<file path="config.mk">
export PLATFORM = sky130hd
export DESIGN_NAME = ifetch_unit
export DESIGN_NICKNAME = d
export VERILOG_FILES = /design/src/rtl/ifetch_unit.sv
export SDC_FILE = /design/constraint.sdc
export NUM_CORES = 1
export LEC_CHECK = 0
export ABC_AREA = 1
export BUFFER_PORTS_ARGS = -buffer_cell sky130_fd_sc_hd__buf_2
export CAP_MARGIN = 20
export CORE_UTILIZATION = 50
export DETAILED_ROUTE_END_ITERATION = 6
export MAX_ROUTING_LAYER = met4
export PLACE_DENSITY = 0.72
export SYNTH_ARGS = -nofsm -noshare
export SYNTH_HDL_FRONTEND = slang
export SYNTH_SLANG_ARGS = --single-unit
</file>
<file path="constraint.sdc">
create_clock -name clk -period 8.3 [get_ports clk]
set_clock_uncertainty 0.1 [all_clocks]
set_input_delay 0.83 -clock clk [delete_from_list [all_inputs] [get_ports clk]]
set_output_delay 0.83 -clock clk [all_outputs]
set_load 0.005 [all_outputs]
</file>
<file path="src/rtl/ifetch_unit.sv">
// Instruction fetch stage: PC register, ready-handshake instruction fetch, next-PC selection and halt.
// Optional performance counters (fetch_count, wait_count) are enabled by defining IFETCH_PERF_CNT_EN.
module ifetch_unit #(
  parameter logic [31:0] RESET_PC = 32'h0000_0000
) (
  input  logic        clk,
  input  logic        rst,
  output logic        imem_req,
  output logic [31:0] imem_addr,
  input  logic [31:0] imem_rdata,
  input  logic        imem_ready,
  input  logic        advance,
  input  logic        branch,
  input  logic        jump,
  input  logic        zero,
  output logic [31:0] instr,
  output logic [5:0]  opcode,
  output logic        instr_valid,
  output logic [31:0] pc,
  output logic        halted
`ifdef IFETCH_PERF_CNT_EN
  ,
  output logic [31:0] fetch_count,
  output logic [31:0] wait_count
`endif
);

  typedef enum logic [1:0] {IDLE, FETCH, HOLD, HALT} state_t;

  localparam logic [5:0] OP_HALT = 6'b111111;

  state_t      state_q, state_d;
  logic [31:0] pc_q, pc_d;
  logic [31:0] instr_q, instr_d;
  logic        instr_valid_q, instr_valid_d;
  logic        imem_req_q, imem_req_d;
  logic        halted_q, halted_d;

  // Jump beats branch; the branch offset is a signed word count relative to pc+4.
  function automatic logic [31:0] next_pc_f(input logic [31:0] cur_pc,
                                            input logic [31:0] cur_instr,
                                            input logic        br,
                                            input logic        jmp,
                                            input logic        zf);
    logic        [31:0] pc4;
    logic signed [31:0] offset;
    pc4    = cur_pc + 32'd4;
    offset = {{14{cur_instr[15]}}, cur_instr[15:0], 2'b00};
    if (jmp)
      return {pc4[31:28], cur_instr[25:0], 2'b00};
    else if (br && zf)
      return pc4 + $unsigned(offset);
    else
      return pc4;
  endfunction

  always_comb begin
    state_d       = state_q;
    pc_d          = pc_q;
    instr_d       = instr_q;
    instr_valid_d = instr_valid_q;
    case (state_q)
      IDLE:  state_d = FETCH;
      FETCH: begin
        if (imem_ready) begin
          instr_d       = imem_rdata;
          instr_valid_d = 1'b1;
          state_d       = HOLD;
        end
      end
      HOLD: begin
        if (advance) begin
          pc_d          = next_pc_f(pc_q, instr_q, branch, jump, zero);
          instr_valid_d = 1'b0;
          state_d       = (instr_q[31:26] == OP_HALT) ? HALT : FETCH;
        end
      end
      HALT:    state_d = HALT;
      default: state_d = IDLE;
    endcase
    imem_req_d = (state_d == FETCH);
    halted_d   = (state_d == HALT);
  end

  always_ff @(posedge clk) begin
    if (rst) begin
      state_q       <= IDLE;
      pc_q          <= RESET_PC;
      instr_q       <= 32'h0;
      instr_valid_q <= 1'b0;
      imem_req_q    <= 1'b0;
      halted_q      <= 1'b0;
    end else begin
      state_q       <= state_d;
      pc_q          <= pc_d;
      instr_q       <= instr_d;
      instr_valid_q <= instr_valid_d;
      imem_req_q    <= imem_req_d;
      halted_q      <= halted_d;
    end
  end

  assign imem_req    = imem_req_q;
  assign imem_addr   = pc_q;
  assign instr       = instr_q;
  assign opcode      = instr_q[31:26];
  assign instr_valid = instr_valid_q;
  assign pc          = pc_q;
  assign halted      = halted_q;

`ifdef IFETCH_PERF_CNT_EN
  logic [31:0] fetch_count_q, fetch_count_d;
  logic [31:0] wait_count_q, wait_count_d;

  always_comb begin
    fetch_count_d = fetch_count_q;
    wait_count_d  = wait_count_q;
    if (state_q == FETCH) begin
      if (imem_ready) fetch_count_d = fetch_count_q + 32'd1;
      else            wait_count_d  = wait_count_q + 32'd1;
    end
  end

  always_ff @(posedge clk) begin
    if (rst) begin
      fetch_count_q <= 32'h0;
      wait_count_q  <= 32'h0;
    end else begin
      fetch_count_q <= fetch_count_d;
      wait_count_q  <= wait_count_d;
    end
  end

  assign fetch_count = fetch_count_q;
  assign wait_count  = wait_count_q;
`endif

endmodule

</file>
==> qor.csv <==
metric;value;unit
worst_hold_path.num_cells;2;
post-route-period-util;0.4171;
cts_tree;yes;
cts_resized;0;
number_of_enable_flip_flop_cells_after_synthesis;0;
wire_length_on_met1;9.193;mm
dr.pass1.iters;5;
pin_count;144;
placed_wire_length_estimate_after_detailed_placement;15.63;mm
synthArstFlopShare;0;
rsz0062_at_grt;false;
io_buffers;139;
clk_latency;0.35;ns
grt_first_pass_wirelength;31.92;mm
maxUsedRoutingLayer;met4;
multiInputGateArea;4161;um2
seq_cell_area;1341;um2
antennaDiodeCount;0;
die_area;13440;um2
htreeDepth;3;
area_growth_syn_to_layout;12.97;%
pwr-share-comb;0.174;
synth_area_per_cell;5.886;um2
sw_frac_of_total;0.3062;
grt_max_degree;49;
root_buffer;sky130_fd_sc_hd__clkbuf_16;
route.met3.wl;1.521;mm
min-delay-start;instr[22]$_SDFFE_PP0P_;
cp-start-kind;flip-flop;
grt_util_all_layers;0.3239;
final-setup-viol-count;0;
max-clock-path-buffers;2;
initial_antenna_violation_count;0;
ff2ff_path_depth;20;
power.clock.fraction;0.418;
p_switching;0.0002726;W
die_height;116.0;um
met2_wirelength;9.174;mm
peakVddDrop;0.0001666;V
gr-total-overflow;0;
initial_core_util;0.5145;
fin_crit;3.462;ns
fraction_of_layout_cells_with_a_size_suffix_above_1;0.1856;
cell_internal_power;0.0006177;W
yosys_warning_total;0;
timing.setup.critical_path_class;reg2reg;
number_of_global_route_vias_before_repair;6287;
slew-limit-headroom;0.3243;
fillerInstances;1323;
post_synthesis_register_bit_count;67;
worst-slew-pin-transition;1.012;ns
type_of_the_tightest_min_delay_check;reg2reg;
post_synth_instance_area;6492;um2
synth_top_flop_cell;sky130_fd_sc_hd__dfxtp_1;
power.static_leakage;4.017;nW
net_count_of_the_finished_layout;1268;
setup_tns;0;ns
die-width;116.0;um
crit_required;8.40;ns
syn-instance-count;1103;
worst_path_maximum_fanout;7;
first_iter_violations;496;
fp.coreArea;12620;um2
hold_buffers;0;
cts.sink_count;67;
post_cts_buffers;0;
clk_pin_slew_worst_paths;0.05;ns
pwr_density;121.4;nW/um2
final_antenna_net_count;0;
crit_path_dat;3.56;ns
maxClockFrequency;288.8;MHz
tritoncts_buffers;9;
placedCellCount;1351;
routabilityCongestion;0.9833;
hold_violations;0;
seq_power_share;0.408;
drc_errors;0;
wl;20.58;mm
timing_max_transition_violations_final;0;
vias;7109;
crit_path_end_kind;flip-flop;
placementRows;41;
avgViaCountPerCell;5.197;
max_cap_violations;0;
netlist-cell-type-count;49;
ys_seq_area_frac;0.2066;
outcome;finished clean;
cp_startpoint;imem_addr[3]$_SDFFE_PP0P_;
crit-reg2reg-launch;imem_addr[3]$_SDFFE_PP0P_;
finish.cell_count_without_fillers;1368;
drt-wirelength-per-cell;15.05;um
layout by cell type, fill, tap and decap left out, types with 3 or more instances in the layout:
master	netlist	layout
sky130_fd_sc_hd__nand2_1	313	313
sky130_fd_sc_hd__inv_1	146	146
sky130_fd_sc_hd__nor2_1	144	143
sky130_fd_sc_hd__buf_2	6	139
sky130_fd_sc_hd__a21oi_1	79	79
sky130_fd_sc_hd__dfxtp_1	67	67
sky130_fd_sc_hd__nand3_1	64	64
sky130_fd_sc_hd__o21ai_0	55	55
sky130_fd_sc_hd__ha_1	37	37
sky130_fd_sc_hd__xor2_1	15	15
sky130_fd_sc_hd__nand2_2	14	14
sky130_fd_sc_hd__nand4_1	14	14
sky130_fd_sc_hd__clkbuf_16	0	9
sky130_fd_sc_hd__nor2_2	7	8
sky130_fd_sc_hd__nor2_4	6	6
sky130_fd_sc_hd__o21ai_1	6	6
sky130_fd_sc_hd__nor3_2	5	5
sky130_fd_sc_hd__nor3_1	5	5
sky130_fd_sc_hd__a21oi_2	5	5
sky130_fd_sc_hd__buf_4	41	5
sky130_fd_sc_hd__nand3_2	4	4
sky130_fd_sc_hd__inv_2	4	4
sky130_fd_sc_hd__or2_2	4	4
sky130_fd_sc_hd__and2_1	4	4
sky130_fd_sc_hd__o211ai_1	4	4
sky130_fd_sc_hd__conb_1	1	4
sky130_fd_sc_hd__clkinv_2	1	3
sky130_fd_sc_hd__o21bai_1	3	3
critical path, cell delays in order, from the launching register on:
cell and delay (ns):
sky130_fd_sc_hd__dfxtp_1 0.50, sky130_fd_sc_hd__ha_1 0.26, sky130_fd_sc_hd__nand2_2 0.08, sky130_fd_sc_hd__nor2_4 0.14, sky130_fd_sc_hd__nand2_2 0.13, sky130_fd_sc_hd__nor3_4 0.16
sky130_fd_sc_hd__nand3_2 0.10, sky130_fd_sc_hd__xor2_1 0.20, sky130_fd_sc_hd__inv_1 0.09, sky130_fd_sc_hd__ha_1 0.37, sky130_fd_sc_hd__nand2_1 0.12, sky130_fd_sc_hd__nor2_1 0.22
sky130_fd_sc_hd__inv_1 0.10, sky130_fd_sc_hd__nor3_1 0.21, sky130_fd_sc_hd__nand2_1 0.12, sky130_fd_sc_hd__nand3_1 0.09, sky130_fd_sc_hd__nand2_1 0.05, sky130_fd_sc_hd__nand3_1 0.10
sky130_fd_sc_hd__nand2_1 0.07, sky130_fd_sc_hd__nand2_1 0.06, sky130_fd_sc_hd__a21oi_1 0.05
path summary, 6_finish.rpt:
kind                                end  slack, ns
min reg2reg      instr[22]$_SDFFE_PP0P_       0.37
max reg2reg  imem_addr[27]$_SDFFE_PP0P_       4.84
max          imem_addr[27]$_SDFFE_PP0P_       4.84
min              instr[22]$_SDFFE_PP0P_       0.37
per-layer routing:
layer	global-route usage	vias to the layer above
li1	-	3624
met1	0.4166	3157
met2	0.4960	276
met3	0.06067	52
met4	0.1359	0
met5	-	-
logic make-up (layout without fill, tap and decap cells):
kind of cell | count (synthesis) | in the layout | synth area share
flip-flops | 67 | 67 | 0.2066
AO/OA/AOI/OAI | 159 | 159 | 0.1314
adder cells (fa/ha/maj) | 38 | 38 | 0.07439
XOR/XNOR | 19 | 19 | 0.02794
buffers and inverters | 222 | 312 | 0.1546
AND/OR/NAND/NOR | 597 | 597 | 0.4045
other | 1 | 4 | 0.0005776
Yosys cell counts (4+ instances only):
| cell type | count | area [um2] |
|---|---|---|
| sky130_fd_sc_hd__nand2_1 | 313 | 1175 |
| sky130_fd_sc_hd__inv_1 | 146 | 548.0 |
| sky130_fd_sc_hd__nor2_1 | 144 | 540.5 |
| sky130_fd_sc_hd__a21oi_1 | 79 | 395.4 |
| sky130_fd_sc_hd__dfxtp_1 | 67 | 1341 |
| sky130_fd_sc_hd__nand3_1 | 64 | 320.3 |
| sky130_fd_sc_hd__o21ai_0 | 55 | 275.3 |
| sky130_fd_sc_hd__buf_4 | 41 | 307.8 |
| sky130_fd_sc_hd__ha_1 | 37 | 462.9 |
| sky130_fd_sc_hd__clkbuf_1 | 21 | 78.83 |
| sky130_fd_sc_hd__xor2_1 | 15 | 131.4 |
| sky130_fd_sc_hd__nand2_2 | 14 | 87.58 |
| sky130_fd_sc_hd__nand4_1 | 14 | 87.58 |
| sky130_fd_sc_hd__nor2_2 | 7 | 43.79 |
| sky130_fd_sc_hd__buf_2 | 6 | 30.03 |
| sky130_fd_sc_hd__nor2_4 | 6 | 67.56 |
| sky130_fd_sc_hd__o21ai_1 | 6 | 30.03 |
| sky130_fd_sc_hd__a21oi_2 | 5 | 43.79 |
| sky130_fd_sc_hd__nor3_1 | 5 | 25.02 |
| sky130_fd_sc_hd__nor3_2 | 5 | 50.05 |
| sky130_fd_sc_hd__and2_1 | 4 | 25.02 |
| sky130_fd_sc_hd__inv_2 | 4 | 15.01 |
| sky130_fd_sc_hd__nand3_2 | 4 | 40.04 |
| sky130_fd_sc_hd__o211ai_1 | 4 | 30.03 |
| sky130_fd_sc_hd__or2_2 | 4 | 25.02 |
registers in the layout (all words and copies together), names as in the netlist:
signal       cells
imem_req         1
imem_addr       30
instr_valid      1
state_q          2
halted           1
instr           32
power groups by stage:
stage / Sequential, W / Clock [W] / Combinational [W]
2_1_floorplan: 0.000364 / 0 / 0.000103
3_3_place_gp: 0.000369 / 0 / 0.000150
3_5_place_dp: 0.000369 / 0 / 0.000151
4_1_cts: 0.000363 / 0.000374 / 0.000152
5_1_grt: 0.000366 / 0.000390 / 0.000175
6_report: 0.000363 / 0.000372 / 0.000155
metrics by stage:
step,total power [W],instance area [um2],worst slack (ns),hold WS (ns),util
2_1_floorplan,0.0004672,6504,5.423,0.3603,-
3_3_place_gp,0.0005199,7019,4.920,0.3585,0.5562
3_5_place_dp,0.0005209,7019,4.897,0.3614,0.5562
4_1_cts,0.0008887,7307,4.874,0.3707,0.5790
5_1_grt,0.0009309,7335,4.435,0.3807,0.5812
6_report,0.0008903,7335,4.838,0.3677,0.5812
cell type report:
type	instances	area share
well taps	172	0.02934
clock inverters	5	0.004777
inverters	151	0.07745
flip-flops and latches	67	0.1829
clock buffers	11	0.03446
repair buffers	145	0.1037
multi-input cells	817	0.5674
No activity file was read; power rests on OpenSTA's default activity.
